File: config.mk
export PLATFORM = sky130hd
export DESIGN_NAME = gba_slot2_bus_master
export DESIGN_NICKNAME = d
export VERILOG_FILES = /design/src/rtl/gba_slot2_bus_master.sv
export SDC_FILE = /design/constraint.sdc
export NUM_CORES = 1
export LEC_CHECK = 0
export ABC_AREA = 1
export CELL_PAD_IN_SITES_DETAIL_PLACEMENT = 1
export CELL_PAD_IN_SITES_GLOBAL_PLACEMENT = 2
export CORE_ASPECT_RATIO = 0.75
export CORE_MARGIN = 2
export CORE_UTILIZATION = 26
export DETAILED_ROUTE_END_ITERATION = 10
export PLACE_DENSITY = 0.79
export SLEW_MARGIN = 20
export SYNTH_ARGS = -nofsm -noshare
export SYNTH_HDL_FRONTEND = slang
export SYNTH_SLANG_ARGS = --single-unit
File: constraint.sdc
create_clock -name phi -period 2.65 [get_ports phi]
set_input_delay 0.265 -clock phi [delete_from_list [all_inputs] [get_ports phi]]
set_output_delay 0.265 -clock phi [all_outputs]
set_load 0.05 [all_outputs]
File: src/rtl/gba_slot2_bus_master.sv
// -----------------------------------------------------------------------------
// gba_slot2_bus_master
//
// Master for the GBA slot-2 cartridge ROM bus. A command gives a start halfword
// address, a beat count and a direction. The block turns it into ncs/nrd/nwr
// strobes on the multiplexed AD bus. It supports N accesses (n_wait) and
// S accesses (s_wait), flow-controlled write bursts, and an automatic split
// wherever the burst crosses a 128 KiB (16-bit halfword) boundary.
// Every output is a flop, so the strobes are glitch-free.
//
// Ports
//   phi, rst            bus clock (rising edge) / async active-high reset
//   cmd_valid/ready     command handshake; cmd_ready is high only in IDLE
//   cmd_write/addr/len  direction, start halfword address, beats minus one
//   cfg_n_wait/s_wait   wait states, captured when the command is accepted
//   wr_data/valid/ready write beat stream (consumed on valid & ready)
//   rd_data/valid       captured read beat; rd_valid is a one-cycle pulse
//   busy                high whenever the engine is not IDLE
//   ncs/nrd/nwr         active-low cartridge select / read / write strobes
//   ad_out/ad_oe/ad_in  AD bus drive value, output enable, sampled value
//   a_hi                upper address lines [ADDR_W-1:16]
//
// ADDR_W must be greater than 16 so that a_hi has at least one bit.
// -----------------------------------------------------------------------------
module gba_slot2_bus_master #(
    parameter int ADDR_W = 24,
    parameter int LEN_W  = 8,
    parameter int WAIT_W = 3
) (
    input  logic                 phi,
    input  logic                 rst,
    input  logic                 cmd_valid,
    output logic                 cmd_ready,
    input  logic                 cmd_write,
    input  logic [ADDR_W-1:0]    cmd_addr,
    input  logic [LEN_W-1:0]     cmd_len,
    input  logic [WAIT_W-1:0]    cfg_n_wait,
    input  logic [WAIT_W-1:0]    cfg_s_wait,
    input  logic [15:0]          wr_data,
    input  logic                 wr_valid,
    output logic                 wr_ready,
    output logic [15:0]          rd_data,
    output logic                 rd_valid,
    output logic                 busy,
    output logic                 ncs,
    output logic                 nrd,
    output logic                 nwr,
    output logic [15:0]          ad_out,
    output logic                 ad_oe,
    input  logic [15:0]          ad_in,
    output logic [ADDR_W-17:0]   a_hi
);

    typedef enum logic [2:0] {
        S_IDLE,
        S_ADDR,   // address phase: ncs low, AD drives addr[15:0]
        S_ACC,    // strobe phase: nrd or nwr low for wait+1 cycles
        S_GAP,    // strobes high between sequential beats, ncs held low
        S_END     // ncs high for one cycle: end of burst or 128 KiB split
    } state_t;

    state_t              state_q, state_d;
    logic [ADDR_W-1:0]   addr_q, addr_d;
    logic [LEN_W-1:0]    beat_q, beat_d;      // beats remaining minus one
    logic                write_q, write_d;
    logic [WAIT_W-1:0]   n_wait_q, n_wait_d;
    logic [WAIT_W-1:0]   s_wait_q, s_wait_d;
    logic [WAIT_W-1:0]   wait_q, wait_d;      // ACC cycles left minus one
    logic                done_q, done_d;      // last beat of the burst issued

    // Next values of the registered outputs.
    logic                ncs_d, nrd_d, nwr_d, ad_oe_d;
    logic [15:0]         ad_out_d;
    logic [ADDR_W-17:0]  a_hi_d;
    logic [15:0]         rd_data_d;
    logic                rd_valid_d, wr_ready_d, busy_d, cmd_ready_d;

    logic                wr_take;

    // A write beat can only be taken in ADDR or GAP, which are exactly the
    // states in which the registered wr_ready is high.
    assign wr_take = wr_valid && wr_ready;

    always_comb begin
        // NOTE: every next-value signal starts from its hold value so that no
        // branch of the case below leaves one unassigned and infers a latch.
        state_d    = state_q;
        addr_d     = addr_q;
        beat_d     = beat_q;
        write_d    = write_q;
        n_wait_d   = n_wait_q;
        s_wait_d   = s_wait_q;
        wait_d     = wait_q;
        done_d     = done_q;
        ad_out_d   = ad_out;
        a_hi_d     = a_hi;
        rd_data_d  = rd_data;
        rd_valid_d = 1'b0;

        unique case (state_q)
            S_IDLE: begin
                if (cmd_valid && cmd_ready) begin
                    addr_d   = cmd_addr;
                    beat_d   = cmd_len;
                    write_d  = cmd_write;
                    n_wait_d = cfg_n_wait;
                    s_wait_d = cfg_s_wait;
                    done_d   = 1'b0;
                    ad_out_d = cmd_addr[15:0];
                    a_hi_d   = cmd_addr[ADDR_W-1:16];
                    state_d  = S_ADDR;
                end
            end

            S_ADDR: begin
                if (!write_q || wr_take) begin
                    if (write_q) begin
                        ad_out_d = wr_data;
                    end
                    wait_d  = n_wait_q;
                    state_d = S_ACC;
                end
            end

            S_ACC: begin
                if (wait_q == '0) begin
                    if (!write_q) begin
                        rd_data_d  = ad_in;
                        rd_valid_d = 1'b1;
                    end
                    addr_d = addr_q + ADDR_W'(1);
                    beat_d = beat_q - LEN_W'(1);
                    done_d = (beat_q == '0);
                    // Crossing a 16-bit boundary needs a fresh N access so
                    // that the cartridge relatches the new upper address.
                    if (beat_q == '0 || addr_q[15:0] == 16'hFFFF) begin
                        state_d = S_END;
                    end else begin
                        state_d = S_GAP;
                    end
                end else begin
                    wait_d = wait_q - WAIT_W'(1);
                end
            end

            S_GAP: begin
                if (!write_q || wr_take) begin
                    if (write_q) begin
                        ad_out_d = wr_data;
                    end
                    wait_d  = s_wait_q;
                    state_d = S_ACC;
                end
            end

            S_END: begin
                if (done_q) begin
                    state_d = S_IDLE;
                end else begin
                    ad_out_d = addr_q[15:0];
                    a_hi_d   = addr_q[ADDR_W-1:16];
                    state_d  = S_ADDR;
                end
            end

            default: state_d = S_IDLE;
        endcase

        // The bus outputs are decoded from the state being entered, so each
        // one changes on the same edge as the state register.
        ncs_d       = !(state_d inside {S_ADDR, S_ACC, S_GAP});
        nrd_d       = !(state_d == S_ACC && !write_d);
        nwr_d       = !(state_d == S_ACC && write_d);
        ad_oe_d     = (state_d == S_ADDR) ||
                      (write_d && (state_d inside {S_ACC, S_GAP}));
        wr_ready_d  = write_d && (state_d inside {S_ADDR, S_GAP});
        busy_d      = (state_d != S_IDLE);
        cmd_ready_d = (state_d == S_IDLE);
    end

    always_ff @(posedge phi or posedge rst) begin
        if (rst) begin
            state_q   <= S_IDLE;
            addr_q    <= '0;
            beat_q    <= '0;
            write_q   <= 1'b0;
            n_wait_q  <= '0;
            s_wait_q  <= '0;
            wait_q    <= '0;
            done_q    <= 1'b0;
            ncs       <= 1'b1;
            nrd       <= 1'b1;
            nwr       <= 1'b1;
            ad_oe     <= 1'b0;
            ad_out    <= '0;
            a_hi      <= '0;
            rd_data   <= '0;
            rd_valid  <= 1'b0;
            wr_ready  <= 1'b0;
            busy      <= 1'b0;
            cmd_ready <= 1'b1;
        end else begin
            // NOTE: non-blocking assignments give every flop the value from
            // before the edge, independent of the order of these statements.
            state_q   <= state_d;
            addr_q    <= addr_d;
            beat_q    <= beat_d;
            write_q   <= write_d;
            n_wait_q  <= n_wait_d;
            s_wait_q  <= s_wait_d;
            wait_q    <= wait_d;
            done_q    <= done_d;
            ncs       <= ncs_d;
            nrd       <= nrd_d;
            nwr       <= nwr_d;
            ad_oe     <= ad_oe_d;
            ad_out    <= ad_out_d;
            a_hi      <= a_hi_d;
            rd_data   <= rd_data_d;
            rd_valid  <= rd_valid_d;
            wr_ready  <= wr_ready_d;
            busy      <= busy_d;
            cmd_ready <= cmd_ready_d;
        end
    end

endmodule

# ---- Word-level counts from Yosys, hierarchy flattened
# Index checks and enable logic that the tools add are counted.
dict set report classes {
  add_sub_neg 3
  eq_ne 16
  muxes 32
  n_bitwise 1
  n_reduce_logical 33
}
# op count
set op_table {}
lappend op_table {{$mux 16} 4}
lappend op_table {{$mux 24} 2}
lappend op_table {{$pmux 16 s3} 1}
lappend op_table {{$pmux 24 s2} 1}
lappend op_table {{$mux 8} 4}
lappend op_table {{$pmux 8 s2} 2}
lappend op_table {{$add 24x1->24 const B} 1}
lappend op_table {{$mux 3} 7}
lappend op_table {{$eq 16x16->1 const B} 1}
lappend op_table {{$eq 3x2->1 const B} 4}
lappend op_table {{$ne 2x2->1 const B} 6}
lappend op_table {{$pmux 3 s4} 1}
lappend op_table {{$reduce_bool 3->1} 4}
lappend op_table {{$logic_not 3->1} 3}
lappend op_table {{$pmux 3 s3} 1}
lappend op_table {{$reduce_and 3->1} 3}
lappend op_table {{$logic_not 8->1} 1}
lappend op_table {{$mux 1} 8}
lappend op_table {{$reduce_bool 2->1} 4}
lappend op_table {{$sub 8x1->8 const B} 1}
lappend op_table {{$eq 3x1->1 const B} 2}
lappend op_table {{$logic_and 1x1->1} 6}
lappend op_table {{$logic_not 1->1} 5}
lappend op_table {{$reduce_and 5->1} 1}
lappend op_table {{9 further kinds} 12}
dict set report word_totals {
  ff_bits 94
  output_inout_bits 48
}

# ---- Longest topological paths before layout
dict set report depth {
  word_depth 9
  ltp_mapped 11
  mapped_depth_nobuf 10
}

# ---- Worst setup path after synthesis
# No wires, ideal clock.
dict set report synth_path {
  path_kind {register to register}
  start {reg cmd_ready}
  end {reg beat_q[2]}
  setup_time_ns 0.116
  t_arrival_ns 1.587
  required_time_ns 2.534
  slack_ns 0.947
  path_stages_with_launch 10
  path_cell_list {dfstp_2 nand2_1 nor2_8 inv_6 nand2_4 buf_6 buf_8 o21ai_0 nand2_1 nand2_1}
}
dict set report synth_between {
  elab_chain_len 3
}
# item line
set synth_lines {}
lappend synth_lines {{start, declared} 33} ;# output logic cmd_ready,
lappend synth_lines {{start signal, assigned} 223} ;# cmd_ready <= cmd_ready_d;
lappend synth_lines {{$logic_and 1x1->1} 102} ;# if (cmd_valid && cmd_ready) begin
lappend synth_lines {{$ne 2x2->1 (no line)} n/a}
lappend synth_lines {{$reduce_and 3->1 (no line)} n/a}
lappend synth_lines {{end signal, assigned} 207} ;# beat_q <= beat_d;
lappend synth_lines {{end, declared} 64} ;# logic [LEN_W-1:0] beat_q, beat_d;
# Every way passes these cells.
# A chain may end at the register's enable or synchronous reset.

# ---- Worst setup path in the final report
dict set report layout_path {
  start {reg state_q[2]}
  end {reg beat_q[5]}
}
dict set report layout_between {
  elab_chain_len 3
  elab_cells_between_ends 7
  cone_classes {3 x eq/ne; 1 x mux; 3 x reduce/logical}
}
# item line
set layout_lines {}
lappend layout_lines {{start, declared} 62} ;# state_t state_q, state_d;
lappend layout_lines {{start signal, assigned} 205} ;# state_q <= state_d;
lappend layout_lines {{$eq 3x2->1 or $logic_not 3->1 (tied branches)} 100} ;# unique case (state_q)
lappend layout_lines {{$ne 2x2->1 (no line) or $reduce_bool 2->1 (tied branches)} n/a}
lappend layout_lines {{$reduce_and 3->1 (no line)} n/a}
# Parallel ways exist; a longest one is shown, timed or not.

==> results.ini <==
[status]
status=complete, no violations

[yosys]
syn-num-nets=745
synth_cells=666
async_reset_ff_frac=1.00
synth_area_leaders=dfrtp_1, nand2_1, nor2_1
yosys-top-cells-count=nand2_1, dfrtp_1, nor2_1
ys_warn_count=0
post-synth-top-area-cell=dfrtp_1
synth.most_common_cell=nand2_1
post-synth-top-area-fraction=0.428
ys_ff_latch=94
synth_seq_area_share=0.448
synth_ff_type=dfrtp_1
avgSynthCellArea_sq_um=7.90
syn_area_sq_um=5260
synth_enable_flop_cells=0
synthDistinctLibCells=43

[placement]
place.port_buffers=122
gp_congestion=0.751
hpwlAfterDp_um=11900
dp_slack_ns=0.505

[critical_path]
cp_slowest_cell=dfrtp_1
worst_ep_arrival_time_ns=2.42
crit_type=flop to flop
max_stage_delay_ns=0.46
cp_max_fo=37
worstPathRequired_ns=2.92
cp_num_buf_inv=2
critPathCaptureType=flop
path_delay_family=buffers and inverters
cp-start-kind=flop
cp_cell_sequence=nor2_4 > nand2_4 > inv_6 > nand2_8 > nand2_4 > buf_4 > o21ai_0 > o21ai_0

[die]
start_util=0.262
std_cell_rows=45
coreArea_sq_um=20000
fp.dieH_um=127
die_area_sq_um=21400
io_pins=123
die_w_um=168

[clocking]
cts_root_buf=clkbuf_16
htreeDepth=3
cts_hold_buf=0
clock_latency_ns=0.36
cts_made_buffers=9
clk_pin_slew_worst_paths_ns=0.07
clock_sinks=94
cts_setup_buffers=0
cts_tree=built
cts_resized=0
cts.path.max_buffers=2

[power_and_ir_drop]
p_leak_uw=0.00313
ir_drop_uv=417
power_density_nw_per_um2=1340

[timing]
max_freq_mhz=466
finalMaxSlewViolations=0
tightest_slew_ns=0.572
slew_headroom=0.618
finalHoldViolCount=0
final-setup-viol-count=0
post-route-min-period_ns=2.15
post-route-period-util=0.810
rsz0062_at_grt=false
fin_ws_ns=0.503
clock_skew_ns=0.00961
setup_tns_ns=0

[global_routing]
grt_pass1_wl_um=26600
grt_pass1_vias=4904
antenna_found_initial=0
grtUsageTotal=0.157
grt-ovfl-total=0
grt_start_max_net_pins=49

[final_layout]
n_antenna_cell=0
n_fill_cell=2430
areaGrowthSynthToFinish_pct=33.2
layout.nets=862
layout-drive-gt1-share=0.0977

[detailed_routing]
vias=4754
dr.pass1.iters=4
wl_per_cell_um=15.3
initialDrtViolationCount=212
ant_nets=0
wirelength_um=16000
drc_errors=0
vias_per_cell=4.54

[flow_run]
cap_viol_max_count=0

[hold_path]
hold_path_class=primary input to asynchronous set/reset pin

metrics by stage:
stage	hold slack, ns	std cells	utilization	power (uW)	cell area, sq um
finish	0.293	1046	0.350	9370	7010
global route	0.315	1046	0.350	10200	7010
CTS	0.296	1046	0.350	9520	7010
detailed placement	0.461	1030	0.334	8040	6690
global placement	0.458	1030	0.334	7990	6690
floorplan	0.382	666	-	6550	5260
cells by family (layout without fill, tap and decap cells):
family	count (synthesis)	count (layout)	synth area share
AOI/OAI and AO/OA	110	110	0.125
xor gates and xnor gates	4	4	0.00666
adders and majority gates	4	4	0.00952
buffers and inverters	80	202	0.0785
DFF	94	94	0.448
muxes	16	16	0.0407
and+or+nand+nor	358	358	0.291
final cells by class:
class                      count  area [sq um]  share of cell area
clock buffer                  10           239              0.0341
clock inverter                 6          77.6              0.0111
inverter                      55           220              0.0314
multi-input combinational    492          2490               0.355
sequential                    94          2360               0.336
tap                          258           323              0.0461
timing repair buffer         131          1300               0.186
metal layers:
layer	share of wire	vias to the layer above	track usage
met1	0.52	2262	0.223
li1	-	2397	-
met5	0	-	0
met4	0.0077	0	0.0411
met3	0.037	10	0.0341
met2	0.44	85	0.244
layout by cell type (no fill, tap or decap), types with 9 or more instances in the layout:
cell	count
mux2_4	9
nand2_1	227
nor2_1	68
clkbuf_16	9
inv_1	49
a21oi_1	28
clkdlybuf4s50_1	122
o21ai_0	44
nand3_1	43
dfrtp_1	90
where the power goes:
part,switching [uW],internal [uW]
logic,3450,1790
registers,571,2140
clock network,642,777
total,4660,4710
worst paths after layout:
| check | start | end | slack (ns) | cells past startpoint |
|---|---|---|---|---|
| max in group asynchronous | rst | addr_q[13]$_DFFE_PP0P_ | 1.61 | 3 |
| min | rst | rd_data[11]$_DFFE_PP0P_ | 0.29 | 2 |
| max | state_q[2]$_DFF_PP0_ | beat_q[5]$_DFFE_PP0P_ | 0.50 | 8 |
| min reg2reg | s_wait_q[1]$_DFFE_PP0P_ | s_wait_q[1]$_DFFE_PP0P_ | 0.48 | 2 |
| min in group phi | cfg_s_wait[0] | s_wait_q[0]$_DFFE_PP0P_ | 0.44 | 3 |
| max reg2reg | state_q[2]$_DFF_PP0_ | beat_q[5]$_DFFE_PP0P_ | 0.50 | 8 |
sequential cells by signal, indices dropped and copies added (netlist names), 3 cells and up:
| signal | cells |
|---|---|
| addr_q | 24 |
| ad_out | 16 |
| a_hi | 8 |
| beat_q | 8 |
| wait_q | 3 |
| state_q | 3 |
| rd_data | 16 |
| s_wait_q | 3 |
| n_wait_q | 3 |
No activity file was read; power rests on OpenSTA's default activity.
